### config.mk
export PLATFORM = sky130hd
export DESIGN_NAME = sdram_wide_bridge
export DESIGN_NICKNAME = d
export VERILOG_FILES = /design/src/rtl/sdram_bridge_pkg.sv /design/src/rtl/sdram_wide_bridge.sv
export SDC_FILE = /design/constraint.sdc
export NUM_CORES = 1
export LEC_CHECK = 0
export ABC_AREA = 1
export BUFFER_PORTS_ARGS = -buffer_cell sky130_fd_sc_hd__buf_4
export CORE_ASPECT_RATIO = 2
export CORE_UTILIZATION = 56
export CTS_BUF_LIST = sky130_fd_sc_hd__clkbuf_2 sky130_fd_sc_hd__clkbuf_4 sky130_fd_sc_hd__clkbuf_8
export CTS_CLUSTER_DIAMETER = 150
export CTS_CLUSTER_SIZE = 30
export DETAILED_ROUTE_END_ITERATION = 12
export GPL_TIMING_DRIVEN = 0
export HOLD_SLACK_MARGIN = 0.12
export MAX_ROUTING_LAYER = met4
export PLACE_DENSITY = 0.82
export SYNTH_ARGS = -nofsm -noshare
export SYNTH_HDL_FRONTEND = slang
export SYNTH_SLANG_ARGS = --single-unit
### constraint.sdc
create_clock -name clk -period 15.21 [get_ports clk]
set_clock_uncertainty 0.2 [all_clocks]
set_input_delay 3.042 -clock clk [delete_from_list [all_inputs] [get_ports clk]]
set_output_delay 3.042 -clock clk [all_outputs]
set_load 0.005 [all_outputs]
### src/rtl/sdram_bridge_pkg.sv
`default_nettype none
// ============================================================================
// Module  : sdram_bridge_pkg
// Brief   : Shared widths, beat count and FSM state type for the wide bridge.
// Revision: 1.0 - initial release
// ============================================================================
package sdram_bridge_pkg;

    localparam int BEATS     = 8;
    localparam int AR_ADDR_W = 22;
    localparam int AR_DATA_W = 128;
    localparam int M_DATA_W  = 16;
    localparam int M_ADDR_W  = 25;

    localparam int AR_BE_W   = AR_DATA_W / 8;
    localparam int M_BE_W    = M_DATA_W / 8;
    localparam int BEAT_W    = $clog2(BEATS);

    typedef enum logic [2:0] {
        IDLE     = 3'd0,
        WR       = 3'd1,
        RD       = 3'd2,
        RD_DRAIN = 3'd3,
        ACK      = 3'd4
    } state_t;

endpackage
`default_nettype wire

### src/rtl/sdram_wide_bridge.sv
`default_nettype none
// ============================================================================
// Module  : sdram_wide_bridge
// Brief   : Splits 128-bit requests into eight 16-bit memory beats and
//           reassembles read data into one wide word.
// Revision: 1.0 - initial release
// ============================================================================
module sdram_wide_bridge
    import sdram_bridge_pkg::*;
(
    input  logic                 clk,
    input  logic                 reset,
    input  logic [AR_ADDR_W-1:0] ar_addr,
    input  logic [AR_BE_W-1:0]   ar_be,
    input  logic                 ar_read,
    input  logic                 ar_write,
    input  logic [AR_DATA_W-1:0] ar_wrdata,
    output logic [AR_DATA_W-1:0] ar_rddata,
    output logic                 ar_ac,
    output logic [M_ADDR_W-1:0]  m_address,
    output logic                 m_read,
    output logic                 m_write,
    output logic [M_DATA_W-1:0]  m_writedata,
    output logic [M_BE_W-1:0]    m_byteenable,
    input  logic                 m_waitrequest,
    input  logic [M_DATA_W-1:0]  m_readdata,
    input  logic                 m_readdatavalid,
    output logic                 busy
);

    localparam int RCV_W = BEAT_W + 1;

    state_t               r_state;
    logic [AR_ADDR_W-1:0] r_addr;
    logic [AR_BE_W-1:0]   r_be;
    logic [AR_DATA_W-1:0] r_wdata;
    logic [BEAT_W-1:0]    r_beat;
    logic [RCV_W-1:0]     r_rcv;

    logic [BEAT_W-1:0]    w_beat_nxt;
    logic                 w_last_beat;
    logic                 w_rd_take;
    logic [RCV_W-1:0]     w_rcv_nxt;
    logic                 w_rcv_full;

    assign w_beat_nxt  = r_beat + BEAT_W'(1);
    assign w_last_beat = (r_beat == BEAT_W'(BEATS - 1));
    // Returned beats are only accepted while a read is open and not yet complete
    assign w_rd_take   = m_readdatavalid
                       && ((r_state == RD) || (r_state == RD_DRAIN))
                       && (r_rcv != RCV_W'(BEATS));
    assign w_rcv_nxt   = r_rcv + RCV_W'(w_rd_take);
    assign w_rcv_full  = (w_rcv_nxt == RCV_W'(BEATS));
    assign busy        = (r_state != IDLE);

    always_ff @(posedge clk or posedge reset) begin
        if (reset) begin
            r_state      <= IDLE;
            r_addr       <= '0;
            r_be         <= '0;
            r_wdata      <= '0;
            r_beat       <= '0;
            r_rcv        <= '0;
            ar_rddata    <= '0;
            ar_ac        <= 1'b0;
            m_address    <= '0;
            m_read       <= 1'b0;
            m_write      <= 1'b0;
            m_writedata  <= '0;
            m_byteenable <= '0;
        end else begin
            if (w_rd_take) begin
                ar_rddata[{r_rcv[BEAT_W-1:0], 4'b0000} +: M_DATA_W] <= m_readdata;
                r_rcv <= w_rcv_nxt;
            end

            case (r_state)
                IDLE: begin
                    ar_ac  <= 1'b0;
                    r_beat <= '0;
                    if (ar_read || ar_write) begin
                        r_addr    <= ar_addr;
                        r_be      <= ar_be;
                        r_wdata   <= ar_wrdata;
                        r_rcv     <= '0;
                        m_address <= {ar_addr, BEAT_W'(0)};
                        // A read wins when both strobes are presented together
                        if (ar_read) begin
                            r_state      <= RD;
                            m_read       <= 1'b1;
                            m_byteenable <= '1;
                        end else begin
                            r_state      <= WR;
                            m_write      <= 1'b1;
                            m_writedata  <= ar_wrdata[M_DATA_W-1:0];
                            m_byteenable <= ar_be[M_BE_W-1:0];
                        end
                    end
                end

                WR: begin
                    if (!m_waitrequest) begin
                        if (w_last_beat) begin
                            m_write <= 1'b0;
                            ar_ac   <= 1'b1;
                            r_state <= ACK;
                        end else begin
                            r_beat       <= w_beat_nxt;
                            m_address    <= {r_addr, w_beat_nxt};
                            m_writedata  <= r_wdata[{w_beat_nxt, 4'b0000} +: M_DATA_W];
                            m_byteenable <= r_be[{w_beat_nxt, 1'b0} +: M_BE_W];
                        end
                    end
                end

                RD: begin
                    if (!m_waitrequest) begin
                        if (w_last_beat) begin
                            m_read <= 1'b0;
                            if (w_rcv_full) begin
                                ar_ac   <= 1'b1;
                                r_state <= ACK;
                            end else begin
                                r_state <= RD_DRAIN;
                            end
                        end else begin
                            r_beat    <= w_beat_nxt;
                            m_address <= {r_addr, w_beat_nxt};
                        end
                    end
                end

                RD_DRAIN: begin
                    if (w_rcv_full) begin
                        ar_ac   <= 1'b1;
                        r_state <= ACK;
                    end
                end

                ACK: begin
                    ar_ac   <= 1'b0;
                    r_state <= IDLE;
                end

                default: begin
                    ar_ac   <= 1'b0;
                    m_read  <= 1'b0;
                    m_write <= 1'b0;
                    r_state <= IDLE;
                end
            endcase
        end
    end

endmodule
`default_nettype wire

==> results by group, run 1 <==
Hold path
  • Worst hold endpoint: ar_rddata[77]
  • Hold_sp: ar_rddata[77]
  • Hold crit path type: register to register
  • Hold depth: 2

Clock network
  • CTS root buf: clkbuf_8
  • Clk_lat worst skew: 0.62 ns
  • CTS tree: built
  • Post_cts resized: 0
  • Post-CTS Setup Bufs: 0
  • Clock Sinks: 350
  • CTS Hold Buffers Added: 0
  • Clock-pin slew on the worst setup and hold paths: 0.18 ns
  • H-tree depth: 1
  • Num CTS Buffers: 15
  • Max Root-Sink Buffers: 3

Setup path
  • Crit end category: output pin
  • Crit-path max cell delay: 0.47 ns
  • Flop2flop setup slack: 11.68 ns
  • CP arrival: 1.84 ns
  • Crit Path Class: register to output pin
  • FF-to-FF path depth: 16
  • Critical-path cell list: nor2_2, nand2_1, buf_4
  • Critical path fanouts, max: 10
  • Worst EP required: 11.97 ns
  • Family with the most delay on the worst path: simple AND/OR/NAND/NOR gates
  • CP max stage cell: dfrtp_1
  • R2r startpoint: r_rcv[0]
  • Critical path buffer and inverter count: 1
  • Critical path startpoint category: register
  • R2R Path End: r_state[0]

Layout
  • Layout area overhead: 21.8%
  • Layout cell share with drive strength beyond 1: 0.209
  • Finished Core Util: 0.698
  • Fin nets: 2,520
  • Fillers: 2,375

Placement
  • IO Port Bufs: 362
  • Placer's final routability congestion estimate: 1.00
  • DP Worst Slack: 9.52 ns
  • Post-detail-place hpwl: 40,500 um

Power
  • Power per cell area: 187 mW/mm^2
  • Static Leak: 0.0101 uW
  • Peak supply drop: 166 uV

Floorplan
  • Core Area: 0.0277 mm^2
  • Die span in y: 240 um
  • Die width: 121 um
  • Die area: 0.0290 mm^2
  • Io pins: 363
  • Row cnt: 86
  • Initial Util: 0.573

Synthesis
  • Syn Area/Cell: 8.15 um^2
  • Main area contributors after synthesis: dfrtp_1, nand2_1, o21ai_0, nand3_1, inv_1
  • Top cells by count, synth: nand2_1, dfrtp_1, o21ai_0
  • Synthesized instance count: 1,945
  • Syn nets: 2,139
  • Synth top area share: 0.553
  • Post-synthesis sequential area ratio: 0.553
  • Number of enable flip-flop cells after synthesis: 0
  • Synth unique cells: 30
  • Top-count cell post-synth: nand2_1
  • Synth Cell Area: 0.0158 mm^2
  • Cell taking the most area after synthesis: dfrtp_1
  • Flops & latches, synth: 350
  • Ys Warns: 0
  • Main synth FF type: dfrtp_1
  • Ys async rst share: 1.00

Timing
  • Unrepaired setup endpoints after global routing: no
  • WHS: 0.295 ns
  • Slew at the pin closest to its max-slew limit: 0.749 ns
  • Fmax: 197 MHz
  • Relative slew slack: 0.501
  • Fin. max-slew vios: 0
  • Setup TNS: 0 ns
  • Final Worst Setup Slack: 10.13 ns
  • Final period utilization: 0.334
  • Final Hold Vio Count: 0
  • Count of endpoints failing setup in the final report: 0
  • Tmin final: 5.08 ns

Route
  • Via density: 5.51
  • Wirelength per Cell: 19.3 um
  • Initial drt markers: 980
  • DRT Pass-1 Iters: 8
  • Post-route DRC: 0
  • DRT antenna net count: 0
  • DRT Wirelength: 51,700 um
  • Via count: 14,765

Run status
  • Status: finished clean

Global route
  • Total track usage: 0.370
  • First-pass GRT wire length: 78,300 um
  • Gr ovfl total: 0
  • Pin count of the biggest net entering global routing: 132
  • Antenna violations before repair: 1
  • Vias in the first global route: 14,838

Run
  • Max cap viols: 0
## how the worst max path moves through the flow
| stage | from | end | slack (ns) | cells after the start |
|---|---|---|---|---|
| 2_1_floorplan | reset | ar_ac | 2.26 | 1 |
| 3_3_place_gp | reset | m_address[6] | -1.17 | 2 |
| 3_5_place_dp | m_readdatavalid | r_state[0] | 9.52 | 13 |
| 4_1_cts | r_state[0] | busy | 10.11 | 3 |
| 5_1_grt | m_readdatavalid | r_state[1] | 9.99 | 13 |
| 6_report | r_state[0] | busy | 10.13 | 3 |
## routing by layer
| metal | part of all wire | global-route usage |
|---|---|---|
| met5 | 0 | - |
| met4 | 0.084 | 0.277 |
| met3 | 0.076 | 0.0605 |
| met2 | 0.51 | 0.641 |
| met1 | 0.33 | 0.369 |
## cells in the final DEF, fill, tap and decap left out, types with 7 or more instances in the layout
cell / instances
buf_4: 363
a21oi_1: 22
inv_1: 193
o21ai_0: 264
nor2_1: 54
clkbuf_8: 15
inv_2: 7
nand3_1: 186
nand2_1: 681
buf_2: 32
dfrtp_1: 350
o21ai_2: 38
clkbuf_1: 62
## worst reg2reg max path: stages, from the launching register on
cell      delay [ns]
dfrtp_1         0.41
buf_2           0.18
inv_2           0.12
ha_1            0.19
nand3_1         0.13
nand3_4         0.17
clkinv_1        0.33
clkbuf_1        0.32
ha_1            0.28
ha_1            0.29
or2_2           0.29
nor2_1          0.10
nand2_1         0.10
nand2_1         0.11
nand3_1         0.10
nand2_1         0.08
nand2_1         0.05
## layout make-up
type | instances | area (um^2) | share of cell area
buffer | 106 | 487 | 0.0252
antenna | 1 | 2.50 | 0.000130
sequential | 350 | 8760 | 0.454
multi-input combinational | 1283 | 5830 | 0.302
clock buffer | 15 | 206 | 0.0107
inverter | 206 | 781 | 0.0405
timing repair buffer | 364 | 2770 | 0.144
tap | 352 | 440 | 0.0228
clock inverter | 2 | 18.8 | 0.000973
## sequential cells by signal (all words and copies together) (netlist names)
register and cells:
ar_ac 1, ar_rddata 128, m_address 25, m_byteenable 2
m_read 1, m_write 1, m_writedata 16, r_addr 22
r_be 16, r_beat 3, r_rcv 4, r_state 3
r_wdata 128
## report_power, final
group / switching (uW) / total (uW) / internal, uW
clock: 282 / 376 / 93.9
combinational: 1200 / 1800 / 607
sequential: 156 / 1440 / 1280
## through the flow
stage / instances / total power [uW] / cell area (um^2)
after floorplan: 1945 / 2520 / 15800
after global placement: 2659 / 3180 / 19000
after detailed placement: 2661 / 3240 / 19100
after CTS: 2678 / 3600 / 19300
after global routing: 2679 / 3880 / 19300
final: 2679 / 3620 / 19300
## logic make-up (layout without fill, tap and decap cells)
| kind of cell | Yosys count | after routing | share of synthesized area |
|---|---|---|---|
| other cells | 0 | 1 | 0 |
| buf+inv | 312 | 693 | 0.0795 |
| simple gates | 949 | 949 | 0.250 |
| compound gates | 328 | 328 | 0.113 |
| fa+ha+maj | 6 | 6 | 0.00474 |
| flops | 350 | 350 | 0.553 |
Note: power is estimated with default switching activity, not from simulation.
==> run 2, diff against run 1 <==
Settings changed: CORE_UTILIZATION 56 to 51, PLACE_DENSITY 0.82 to 0.79.
Clock period 15.21 ns to 4.6 ns, I/O delays scaled along.
==> run 2 against run 1 <==
  * Sequential power increased to 3.3 times the previous value
  * Via count decreased by 1.2%
  * Final cell count increased by 0.97%
  * Non-clock buffer count increased by 6
  * Count of clock-buffer cells in the layout unchanged
  * Combinational power increased to 3.3 times the previous value
  * Critical endpoint is now ar_ac
  * Die area increased by 9.7%
  * Flip-flop and latch count unchanged
  * Wire length increased by 1.1%
==> results by group, run 2 (synthesized netlist as in run 1, its figures left out) <==
Clock network
  • CTS Hold Buffers Added: 0
  • Num CTS Buffers: 15
  • CTS tree: built
  • Post_cts resized: 0
  • H-tree depth: 1
  • Clk_lat worst skew: 0.59 ns
  • Clock-pin slew on the worst setup and hold paths: 0.18 ns
  • CTS root buf: clkbuf_8
  • Clock Sinks: 350
  • Max Root-Sink Buffers: 3
  • Post-CTS Setup Bufs: 0

Placement
  • Post-detail-place hpwl: 41,600 um
  • Placer's final routability congestion estimate: 0.969
  • Cells after DPL: 2,687
  • IO Port Bufs: 362

Setup path
  • Critical path buffer and inverter count: 4
  • CP max stage cell: dfrtp_1
  • Worst EP required: 4.94 ns
  • Crit end category: register
  • R2r startpoint: r_rcv[0]
  • Critical path startpoint category: register
  • Family with the most delay on the worst path: buffers and inverters
  • Critical-path cell list: buf_2, inv_2, ha_1, nand3_1, nand3_4, clkinv_1, clkbuf_1, ha_1, ha_1, or2_2, nor2_1, nand2_1, o21ai_0, nand2_1, nand2_1
  • CP arrival: 4.03 ns
  • R2R Path End: ar_ac
  • Crit-path max cell delay: 0.42 ns
  • Crit Path Class: register to register
  • Critical path fanouts, max: 10
  • FF-to-FF path depth: 15
  • Flop2flop setup slack: 0.92 ns

Timing
  • Count of endpoints failing setup in the final report: 0
  • Final period utilization: 0.801
  • Final Hold Vio Count: 0
  • Fin. max-slew vios: 0
  • Fmax: 271 MHz
  • Relative slew slack: 0.514
  • Tmin final: 3.68 ns
  • Unrepaired setup endpoints after global routing: no
  • Slew at the pin closest to its max-slew limit: 0.727 ns

Run status
  • Status: finished clean

Layout
  • Fin nets: 2,526
  • Multi-input logic area: 0.00583 mm^2
  • Fillers: 2,755
  • Commonest non-fill, non-tap cell in the layout: nand2_1
  • Most frequent cells in the layout: nand2_1, buf_4, dfrtp_1, o21ai_0, inv_1
  • FF+latch area: 0.00876 mm^2
  • Layout cell share with drive strength beyond 1: 0.211
  • Fin cells: 2,705
  • Top Registers: ar_rddata: 128 flops, r_wdata: 128 flops, m_address: 25 flops
  • Layout area overhead: 22.5%

Global route
  • First-pass GRT wire length: 80,100 um
  • Grt peak-use layer: met2
  • Gr ovfl total: 0
  • Vias in the first global route: 14,764
  • Antenna violations before repair: 2
  • Met3 usage: 0.0496
  • M1 GR Usage: 0.343
  • Met2 Use GR: 0.614
  • Pin count of the biggest net entering global routing: 44
  • Total track usage: 0.345

Run
  • Max cap viols: 0

Hold path
  • Hold crit path type: input pin to asynchronous set/reset pin

Floorplan
  • Core Area: 0.0307 mm^2
  • Row cnt: 91
  • Die span in y: 251 um
  • Die width: 127 um
  • Initial Util: 0.515
  • Die area: 0.0318 mm^2
  • Io pins: 363

Power
  • Power per cell area: 616 mW/mm^2
  • Total chip power: 12,000 uW
  • Static Leak: 0.0102 uW
  • Peak supply drop: 460 uV

Route
  • DRT Wirelength: 52,200 um
  • Via count: 14,589
  • Initial drt markers: 850
  • DRT antenna net count: 0
  • Wirelength per Cell: 19.3 um
  • DRT Pass-1 Iters: 7
  • Post-route DRC: 0
  • Via density: 5.39
## run 2: metal layers
metal  up-vias  share of wire  wire [um]
met5         -              0          0
met4         0          0.079       4140
met3       179          0.065       3420
met2       631           0.52      27000
met1      6896           0.34      17600
li1       6883              -          -
## run 2: worst max-delay path by stage
stage                               start       endpoint  slack (ns)  cells after the start
after floorplan                     reset          ar_ac       -1.21                      1
final                            r_rcv[0]          ar_ac        0.92                     15
after detailed placement  m_readdatavalid     r_state[0]        0.94                     13
after global routing             r_rcv[0]     r_state[1]        0.71                     16
after CTS                        r_rcv[0]          ar_ac        0.94                     15
after global placement              reset  m_address[11]       -3.11                      2
## run 2: area by class of cell
type                            count  share of cell area
Inverter                          206              0.0400
Tap cell                          372              0.0240
Multi-Input combinational cell   1283               0.300
Timing Repair Buffer              370               0.148
Clock buffer                       15              0.0106
Clock inverter                      1            0.000580
Buffer                            106              0.0251
Sequential cell                   350               0.451
Antenna cell                        2            0.000258
## run 2: metrics by stage
step           hold slack, ns  instance area (um^2)  setup TNS (ns)  utilization  setup slack [ns]
3_5_place_dp            0.259                 19200               0        0.624             0.943
4_1_cts                 0.223                 19400               0        0.631             0.939
6_report                0.221                 19400               0        0.632             0.916
2_1_floorplan           0.242                 15800         -422.24            -             -1.21
5_1_grt                 0.254                 19400               0        0.632             0.712
3_3_place_gp            0.254                 19000        -1069.47        0.619             -3.11
## run 2: power breakdown
part	internal, uW	switching (uW)	total, uW
clock	308	912	1220
sequential	4230	502	4740
combinational	2020	3980	6000
total	6560	5400	12000
